File: src/rtl/dm_bridge.sv
// Data-memory bridge: turns the CPU's combinational load/store into a registered
// request/ready transaction, stalling the CPU until the target responds or times out.
module dm_bridge #(
    parameter int unsigned TIMEOUT   = 255,
    parameter logic [31:0] ERR_RDATA = 32'h0000_0000
) (
    input  logic        clk,
    input  logic        rst_n,
    input  logic        cpu_req,
    input  logic        cpu_we,
    input  logic [3:0]  cpu_wea,
    input  logic [31:0] cpu_addr,
    input  logic [31:0] cpu_wdata,
    output logic [31:0] cpu_rdata,
    output logic        cpu_stall,
    output logic        mem_req,
    output logic        mem_we,
    output logic [3:0]  mem_be,
    output logic [31:0] mem_addr,
    output logic [31:0] mem_wdata,
    input  logic [31:0] mem_rdata,
    input  logic        mem_ready,
    output logic        bus_err,
    output logic [31:0] err_addr,
    output logic [31:0] acc_cnt
);

    typedef enum logic [1:0] {IDLE, ACCESS, DONE} state_t;

    localparam logic [15:0] LAST_WAIT = 16'(TIMEOUT - 1);

    state_t      state;
    logic [15:0] wait_cnt;
    logic [31:0] req_addr;

    // DONE is the single commit cycle; every other cycle of a request holds the CPU.
    assign cpu_stall = cpu_req & (state != DONE);

    // req_addr keeps the unaligned CPU address so err_addr reports what the program issued.
    always_ff @(posedge clk) begin
        if (!rst_n) begin
            state     <= IDLE;
            wait_cnt  <= '0;
            req_addr  <= '0;
            mem_req   <= 1'b0;
            mem_we    <= 1'b0;
            mem_be    <= '0;
            mem_addr  <= '0;
            mem_wdata <= '0;
            cpu_rdata <= '0;
            bus_err   <= 1'b0;
            err_addr  <= '0;
            acc_cnt   <= '0;
        end else begin
            case (state)
                IDLE: begin
                    if (cpu_req) begin
                        mem_req   <= 1'b1;
                        mem_we    <= cpu_we;
                        mem_be    <= cpu_we ? cpu_wea : 4'hF;
                        mem_addr  <= {cpu_addr[31:2], 2'b00};
                        mem_wdata <= cpu_wdata;
                        req_addr  <= cpu_addr;
                        wait_cnt  <= '0;
                        state     <= ACCESS;
                    end
                end
                ACCESS: begin
                    wait_cnt <= wait_cnt + 16'd1;
                    // A ready arriving on the final allowed cycle still wins over the timeout.
                    if (mem_ready) begin
                        mem_req <= 1'b0;
                        if (!mem_we) begin
                            cpu_rdata <= mem_rdata;
                        end
                        state <= DONE;
                    end else if (wait_cnt == LAST_WAIT) begin
                        mem_req   <= 1'b0;
                        cpu_rdata <= ERR_RDATA;
                        bus_err   <= 1'b1;
                        if (!bus_err) begin
                            err_addr <= req_addr;
                        end
                        state <= DONE;
                    end
                end
                DONE: begin
                    acc_cnt <= acc_cnt + 32'd1;
                    state   <= IDLE;
                end
                default: begin
                    state <= IDLE;
                end
            endcase
        end
    end

endmodule
File: config.mk
export PLATFORM = sky130hd
export DESIGN_NAME = dm_bridge
export DESIGN_NICKNAME = d
export VERILOG_FILES = /design/src/rtl/dm_bridge.sv
export SDC_FILE = /design/constraint.sdc
export NUM_CORES = 1
export LEC_CHECK = 0
export ABC_AREA = 1
export BUFFER_PORTS_ARGS = -buffer_cell sky130_fd_sc_hd__buf_2
export CAP_MARGIN = 10
export CORE_MARGIN = 4
export CORE_UTILIZATION = 25
export CTS_CLUSTER_SIZE = 12
export DETAILED_ROUTE_END_ITERATION = 10
export HOLD_SLACK_MARGIN = 0.02
export SYNTH_ARGS = -nofsm -noshare
export SYNTH_HDL_FRONTEND = slang
export SYNTH_SLANG_ARGS = --single-unit
File: constraint.sdc
create_clock -name clk -period 1.55 [get_ports clk]
set_clock_uncertainty 0.1 [all_clocks]
set_input_delay 0.0775 -clock clk [delete_from_list [all_inputs] [get_ports clk]]
set_output_delay 0.0775 -clock clk [all_outputs]
set_load 0.03 [all_outputs]
==> results of run 1 <==
worst min-delay path, stage by stage:
cell and delay [ns]:
sky130_fd_sc_hd__buf_2 0.10, sky130_fd_sc_hd__inv_1 0.04, sky130_fd_sc_hd__nor2_1 0.04, sky130_fd_sc_hd__inv_2 0.10, sky130_fd_sc_hd__buf_12 0.12, sky130_fd_sc_hd__a21oi_1 0.05
final cells by class:
class / instances / area share
repair buffers: 457 / 0.2589
flip-flops and latches: 185 / 0.2905
multi-input cells: 808 / 0.3149
clock buffers: 17 / 0.03299
inverters: 164 / 0.04793
well taps: 442 / 0.04289
clock inverters: 15 / 0.01193
repair_timing:
action                                 4_1_cts  5_1_grt
endpoints found under the hold margin      101        0
gates resized for setup                     44      150
setup endpoints to repair                   76      101
buffers inserted                             3       14
pin swaps                                    6       40
cloned                                       4        6
hold buffers                               101        0
registers in the layout, indices dropped and copies added, names as in the netlist:
register and cells:
err_addr 32, wait_cnt 16, mem_wdata 32, mem_we 1, mem_be 4, bus_err 1, req_addr 32, mem_req 1
state 2, cpu_rdata 32, acc_cnt 32
per-stage QoR:
stage / total power, mW / hold slack, ns
global route: 12.03 / 0.03530
detailed placement: 6.871 / 0.2311
global placement: 6.848 / 0.2230
CTS: 11.52 / 0.02432
finish: 11.49 / 0.02387
floorplan: 6.337 / 0.1417
synthesized netlist by cell type, drive strengths merged:
| library cell | n | share of area |
|---|---|---|
| o21ai | 88 | 0.053 |
| nand2 | 267 | 0.12 |
| a21oi | 28 | 0.017 |
| nor2 | 306 | 0.14 |
| ha | 3 | 0.0045 |
| buf | 49 | 0.038 |
| o21bai | 2 | 0.0018 |
| o221a | 4 | 0.0054 |
| a21boi | 1 | 0.00090 |
| nor3 | 9 | 0.0054 |
| a211oi | 2 | 0.0018 |
| xor2 | 2 | 0.0021 |
| a31oi | 3 | 0.0023 |
| conb | 1 | 0.00045 |
| o21a | 3 | 0.0027 |
| nand4 | 45 | 0.035 |
| a22oi | 2 | 0.0018 |
| clkbuf | 41 | 0.019 |
| dfxtp | 185 | 0.45 |
| and3 | 1 | 0.00075 |
| nand3 | 38 | 0.024 |
| or2 | 2 | 0.0015 |
| inv | 163 | 0.074 |
| clkinv | 1 | 0.00045 |
report_power, final:
| group | switching, mW | internal, mW | total [mW] |
|---|---|---|---|
| Clock | 2.24 | 2.16 | 4.40 |
| Sequential | 0.145 | 4.97 | 5.11 |
| Combinational | 1.20 | 0.773 | 1.97 |
cell families (layout without fill, tap and decap cells):
logic type / count (synthesis) / count (layout) / synth area share
other cells: 1 / 2 / 0.0004514
fa+ha+maj: 3 / 3 / 0.004519
simple gates: 668 / 668 / 0.3296
compound gates: 133 / 133 / 0.08661
buf+inv: 254 / 653 / 0.1309
flops: 185 / 185 / 0.4459
xor+xnor: 2 / 2 / 0.002109
metal layers:
metal / vias to the layer above / part of all wire
met2: 258 / 0.48
met3: 46 / 0.061
met1: 4001 / 0.44
met4: 0 / 0.028
met5: - / 0
li1: 4607 / -
worst max-delay path by stage:
stage           startpoint             to  slack [ns]
5_1_grt        wait_cnt[8]  cpu_rdata[27]       -0.17
4_1_cts           state[1]      cpu_stall       -0.03
3_3_place_gp   wait_cnt[6]    err_addr[4]       -0.06
6_report       wait_cnt[9]   cpu_rdata[8]       -0.07
2_1_floorplan   acc_cnt[1]    acc_cnt[16]      -0.006
3_5_place_dp   wait_cnt[6]    err_addr[4]       -0.06
==> run_results.csv, run 1 <==
group,metric,value,unit
run_status,run_status,"complete, but fails checks",
run_status,violations,"setup timing",
clock_network,path_clk_slew,0.08,ns
floorplanning,design.core.area,0.03262,mm²
place,gp_routability_congestion,0.8274,
cells_and_area,final_common_cell,"sky130_fd_sc_hd__buf_2",
critical_path,critical_path.max_stage_delay,0.36,ns
cells_and_area,stdcell_count,2088,
floorplanning,io_pins,273,
pwr,power.density,890.8,mW/mm²
critical_path,critical_path.reg2reg.endpoint,"cpu_rdata[8]",
critical_path,crit_path_cell_trace,"nor2_1, nand2_1, nor2_4, nand2_2, nand2_4, nand3_4, clkbuf_16, nand2_1, inv_1, nor2_1",
critical_path,timing.critical_path.max_delay_family,"simple AND/OR/NAND/NOR gates",
worst_hold_path,whs_endpoint,"mem_we",
worst_hold_path,holdCritStartpoint,"cpu_we",
pwr,vdd_drop_max,0.0007260,V
critical_path,crit_path_top_delay_cell,"sky130_fd_sc_hd__dfxtp_1",
timing,finalWorstPathRequiredPeriod,1.624,ns
cells_and_area,sequential_cell_area,0.003746,mm²
logic_synthesis,synthesis.instances,1246,
timing,unrepaired_setup_endpoints_after_global_routing,"yes",
critical_path,cp_num_cells,10,
cells_and_area,drive_gt1_frac,0.3402,
place,placed_cells,1930,
floorplanning,core.rowCount,66,
timing,timing_hold_violations_final,0,
global_routing,met2_use_gr,0.2438,
critical_path,worst-r2r-cell-count,10,
floorplanning,dieHeight,190.3,µm
clock_network,htreeDepth,4,
logic_synthesis,seq_area_frac_synth,0.4459,
cells_and_area,diodes,0,
route,detailedRoute.firstIterationViolations,390,
worst_hold_path,holdPathStages,6,
place,dpl_worst_slack,-0.06375,ns
critical_path,r2r-start,"wait_cnt[9]",
timing,final-setup-viol-count,59,
global_routing,first_global_vias,8511,
timing,post-route-period-util,1.048,
logic_synthesis,yosys.cell_types.count,33,
route,vias,8912,
logic_synthesis,synthesis.area_per_instance,6.667,µm²
route,finalWirelength,27900,µm
global_routing,pin_count_of_the_biggest_net_entering_global_routing,80,
route,via_count_normalized_by_instance_count,4.268,
global_routing,gr-usage-met3,0.03918,
cells_and_area,fill_cells,3322,
timing,timing.final.max_slew_violations,0,
cells_and_area,final_cell_mix,"sky130_fd_sc_hd__buf_2 (268), sky130_fd_sc_hd__nor2_1 (258), sky130_fd_sc_hd__nand2_1 (210)",
route,remaining_drc_errors,0,
route,drtAntennaViolNets,0,
critical_path,crit_path_end_kind,"register",
place,dp.final_hpwl,17620,µm
route,wire_per_inst,13.36,µm
worst_hold_path,hold_path_class,"input port to register",
global_routing,top_usage_layer,"met2",
logic_synthesis,synthesis.area,0.008307,mm²
floorplanning,die_span_x,190.3,µm
critical_path,critPathMaxFanout,11,
critical_path,arrival,1.91,ns
floorplanning,floorplan.die_area,0.03621,mm²
global_routing,initial_antenna_violation_count,0,
clock_network,cts_tree,"done",
clock_network,clock_latency_late_sink,0.45,ns
route,first_pass_iters,5,
clock_network,cts_buffers,17,
global_routing,met1_usage,0.1794,
timing,achievable-frequency,615.8,MHz
critical_path,timing.critical_path.buf_inv,2,
logic_synthesis,post_synthesis_register_bit_count,185,
logic_synthesis,yosysWarningCount,0,
cells_and_area,finalNetCount,1741,
clock_network,root_buffer,"sky130_fd_sc_hd__clkbuf_16",
global_routing,grt_usage,0.1460,
global_routing,grt_first_pass_wirelength,43140,µm
critical_path,startpoint_class,"register",
timing,setup_slack,-0.07402,ns
place,port_buffers,270,
place,postPlaceCellArea,0.01036,mm²
critical_path,cp_data_required_time,1.84,ns
job,maxCapViolCount,0,
cells_and_area,post-route-util,0.3953,
cells_and_area,final_instance_area,0.01289,mm²
critical_path,criticalPathCategory,"register to register",
timing,timing.setup.tns,-1.582,ns
cells_and_area,area_growth,55.23,%
pwr,leakage,6.243,nW
critical_path,reg2reg_setup_slack,-0.07,ns
floorplanning,initial_utilization,0.2547,
clock_network,cts_num_sinks,185,
clock_network,cts_buffer_depth,2,
global_routing,grt_overflow_total,0,
cells_and_area,multi_input_comb_area,0.004060,mm²
(Power assumes the default switching activity.)
==> run 2, diff against run 1 <==
--- a/config.mk
+++ b/config.mk
@@ -13,6 +13,7 @@
 export CTS_CLUSTER_SIZE = 12
 export DETAILED_ROUTE_END_ITERATION = 10
 export HOLD_SLACK_MARGIN = 0.02
+export SKIP_CTS_REPAIR_TIMING = 1
 export SYNTH_ARGS = -nofsm -noshare
 export SYNTH_HDL_FRONTEND = slang
 export SYNTH_SLANG_ARGS = --single-unit
==> run 2 against run 1 <==
Compared with the run above:
- the flow still finishes with violations (setup timing)
- die area unchanged
- fmax decreased by 1.4%
- final cell count increased by 0.53%
- sequential power about the same
- hold slack got worse by 0.0058 ns
- wire length increased by 5.1%
- count of clock-buffer cells in the layout unchanged
- clock power about the same
- design area increased by 1.3%
- power increased by 0.72%
- sequential share of layout area decreased by 0.34 points
==> run_results.csv, run 2 (same netlist as run 1, synthesis figures left out) <==
group,metric,value,unit
run_status,run_status,"complete, but fails checks",
run_status,violations,"setup timing",
route,detailedRoute.firstIterationViolations,425,
cells_and_area,fill_cells,3296,
floorplanning,die_span_x,190.3,µm
place,dpl_worst_slack,-0.06375,ns
critical_path,crit_path_top_delay_cell,"sky130_fd_sc_hd__dfxtp_1",
critical_path,startpoint_class,"register",
timing,timing.setup.tns,-3.799,ns
global_routing,grt_first_pass_wirelength,39380,µm
clock_network,cts_tree,"done",
pwr,vdd_drop_max,0.0007314,V
timing,post-route-period-util,1.063,
pwr,power.density,885.4,mW/mm²
worst_hold_path,whs_endpoint,"mem_we",
timing,finalWorstPathRequiredPeriod,1.647,ns
global_routing,grt_overflow_total,0,
critical_path,worst-r2r-cell-count,10,
timing,unrepaired_setup_endpoints_after_global_routing,"yes",
clock_network,htreeDepth,4,
cells_and_area,final_cell_mix,"sky130_fd_sc_hd__buf_2 (268), sky130_fd_sc_hd__nor2_1 (258), sky130_fd_sc_hd__nand2_1 (203)",
cells_and_area,multi_input_comb_area,0.004100,mm²
clock_network,clock_latency_late_sink,0.46,ns
route,drtAntennaViolNets,0,
critical_path,r2r-start,"wait_cnt[13]",
route,via_count_normalized_by_instance_count,4.319,
clock_network,cts_buffer_depth,2,
timing,final-setup-viol-count,65,
critical_path,criticalPathCategory,"register to register",
route,first_pass_iters,5,
critical_path,critical_path.reg2reg.endpoint,"cpu_rdata[27]",
critical_path,arrival,1.94,ns
timing,timing.final.max_slew_violations,0,
floorplanning,initial_utilization,0.2547,
critical_path,reg2reg_setup_slack,-0.1,ns
cells_and_area,drive_gt1_frac,0.3557,
worst_hold_path,holdCritStartpoint,"cpu_we",
clock_network,root_buffer,"sky130_fd_sc_hd__clkbuf_16",
place,gp_routability_congestion,0.8274,
global_routing,grt_usage,0.1334,
global_routing,initial_antenna_violation_count,0,
timing,achievable-frequency,607.0,MHz
route,remaining_drc_errors,0,
critical_path,cp_data_required_time,1.85,ns
worst_hold_path,hold_path_class,"input port to register",
critical_path,crit_path_cell_trace,"nor2_1, nand2_4, nor2_4, nand2_2, nand2_4, nand3_4, clkbuf_16, nand2_2, inv_2, nor2_1",
cells_and_area,finalNetCount,1751,
floorplanning,design.core.area,0.03262,mm²
critical_path,critPathMaxFanout,6,
worst_hold_path,holdPathStages,6,
cells_and_area,area_growth,57.31,%
floorplanning,dieHeight,190.3,µm
pwr,leakage,6.320,nW
cells_and_area,sequential_cell_area,0.003752,mm²
route,vias,9065,
timing,timing_hold_violations_final,0,
clock_network,cts_buffers,17,
floorplanning,floorplan.die_area,0.03621,mm²
floorplanning,io_pins,273,
place,dp.final_hpwl,17620,µm
global_routing,first_global_vias,7799,
route,finalWirelength,29320,µm
global_routing,pin_count_of_the_biggest_net_entering_global_routing,80,
floorplanning,core.rowCount,66,
route,wire_per_inst,13.97,µm
clock_network,path_clk_slew,0.08,ns
critical_path,critical_path.max_stage_delay,0.33,ns
critical_path,crit_path_end_kind,"register",
timing,setup_slack,-0.09736,ns
cells_and_area,final_common_cell,"sky130_fd_sc_hd__buf_2",
job,maxCapViolCount,0,
clock_network,cts_num_sinks,185,
place,port_buffers,270,
run 2: layout make-up:
type / count / share of cell area
antenna: 1 / 0.0001915
clock buffer: 17 / 0.03255
clock inverter: 15 / 0.01178
inverter: 164 / 0.04749
multi-input combinational: 808 / 0.3138
sequential: 185 / 0.2872
tap: 442 / 0.04232
timing repair buffer: 467 / 0.2647
run 2: where the power goes:
part           switching, mW  leakage [nW]  internal, mW
Sequential             0.149          1.53          4.97
Clock                   2.25         0.284          2.16
Combinational           1.24          4.51         0.809
run 2: worst max-delay path: cells and delay by family (launching register included):
kind / cells / cell delay, ns
simple gates: 8 / 0.88
flops: 1 / 0.33
buf+inv: 2 / 0.27
run 2: how the worst max path moves through the flow:
stage	endpoint	from	cells after the start
floorplan	acc_cnt[16]	acc_cnt[1]	8
global placement	err_addr[4]	wait_cnt[6]	8
detailed placement	err_addr[4]	wait_cnt[6]	8
CTS	cpu_stall	state[1]	5
global route	cpu_rdata[21]	wait_cnt[13]	10
finish	cpu_rdata[27]	wait_cnt[13]	10
run 2: routing by layer:
metal	GRT usage	wire length, µm
met5	0	0
met4	0.04696	541
met3	0.03790	1826
met2	0.2188	14390
met1	0.1684	12560
run 2: per-stage QoR:
stage                 util  hold WS, ns  power (mW)  instance area, µm²  std cells
floorplan                -       0.1417       6.337                8354       1247
global placement    0.3176       0.2230       6.848               10360       1930
detailed placement  0.3176       0.2311       6.871               10360       1930
CTS                 0.3354      -0.2605       11.31               10940       1962
global route        0.4005      0.03723       12.10               13070       2098
finish              0.4006      0.01810       11.57               13070       2099
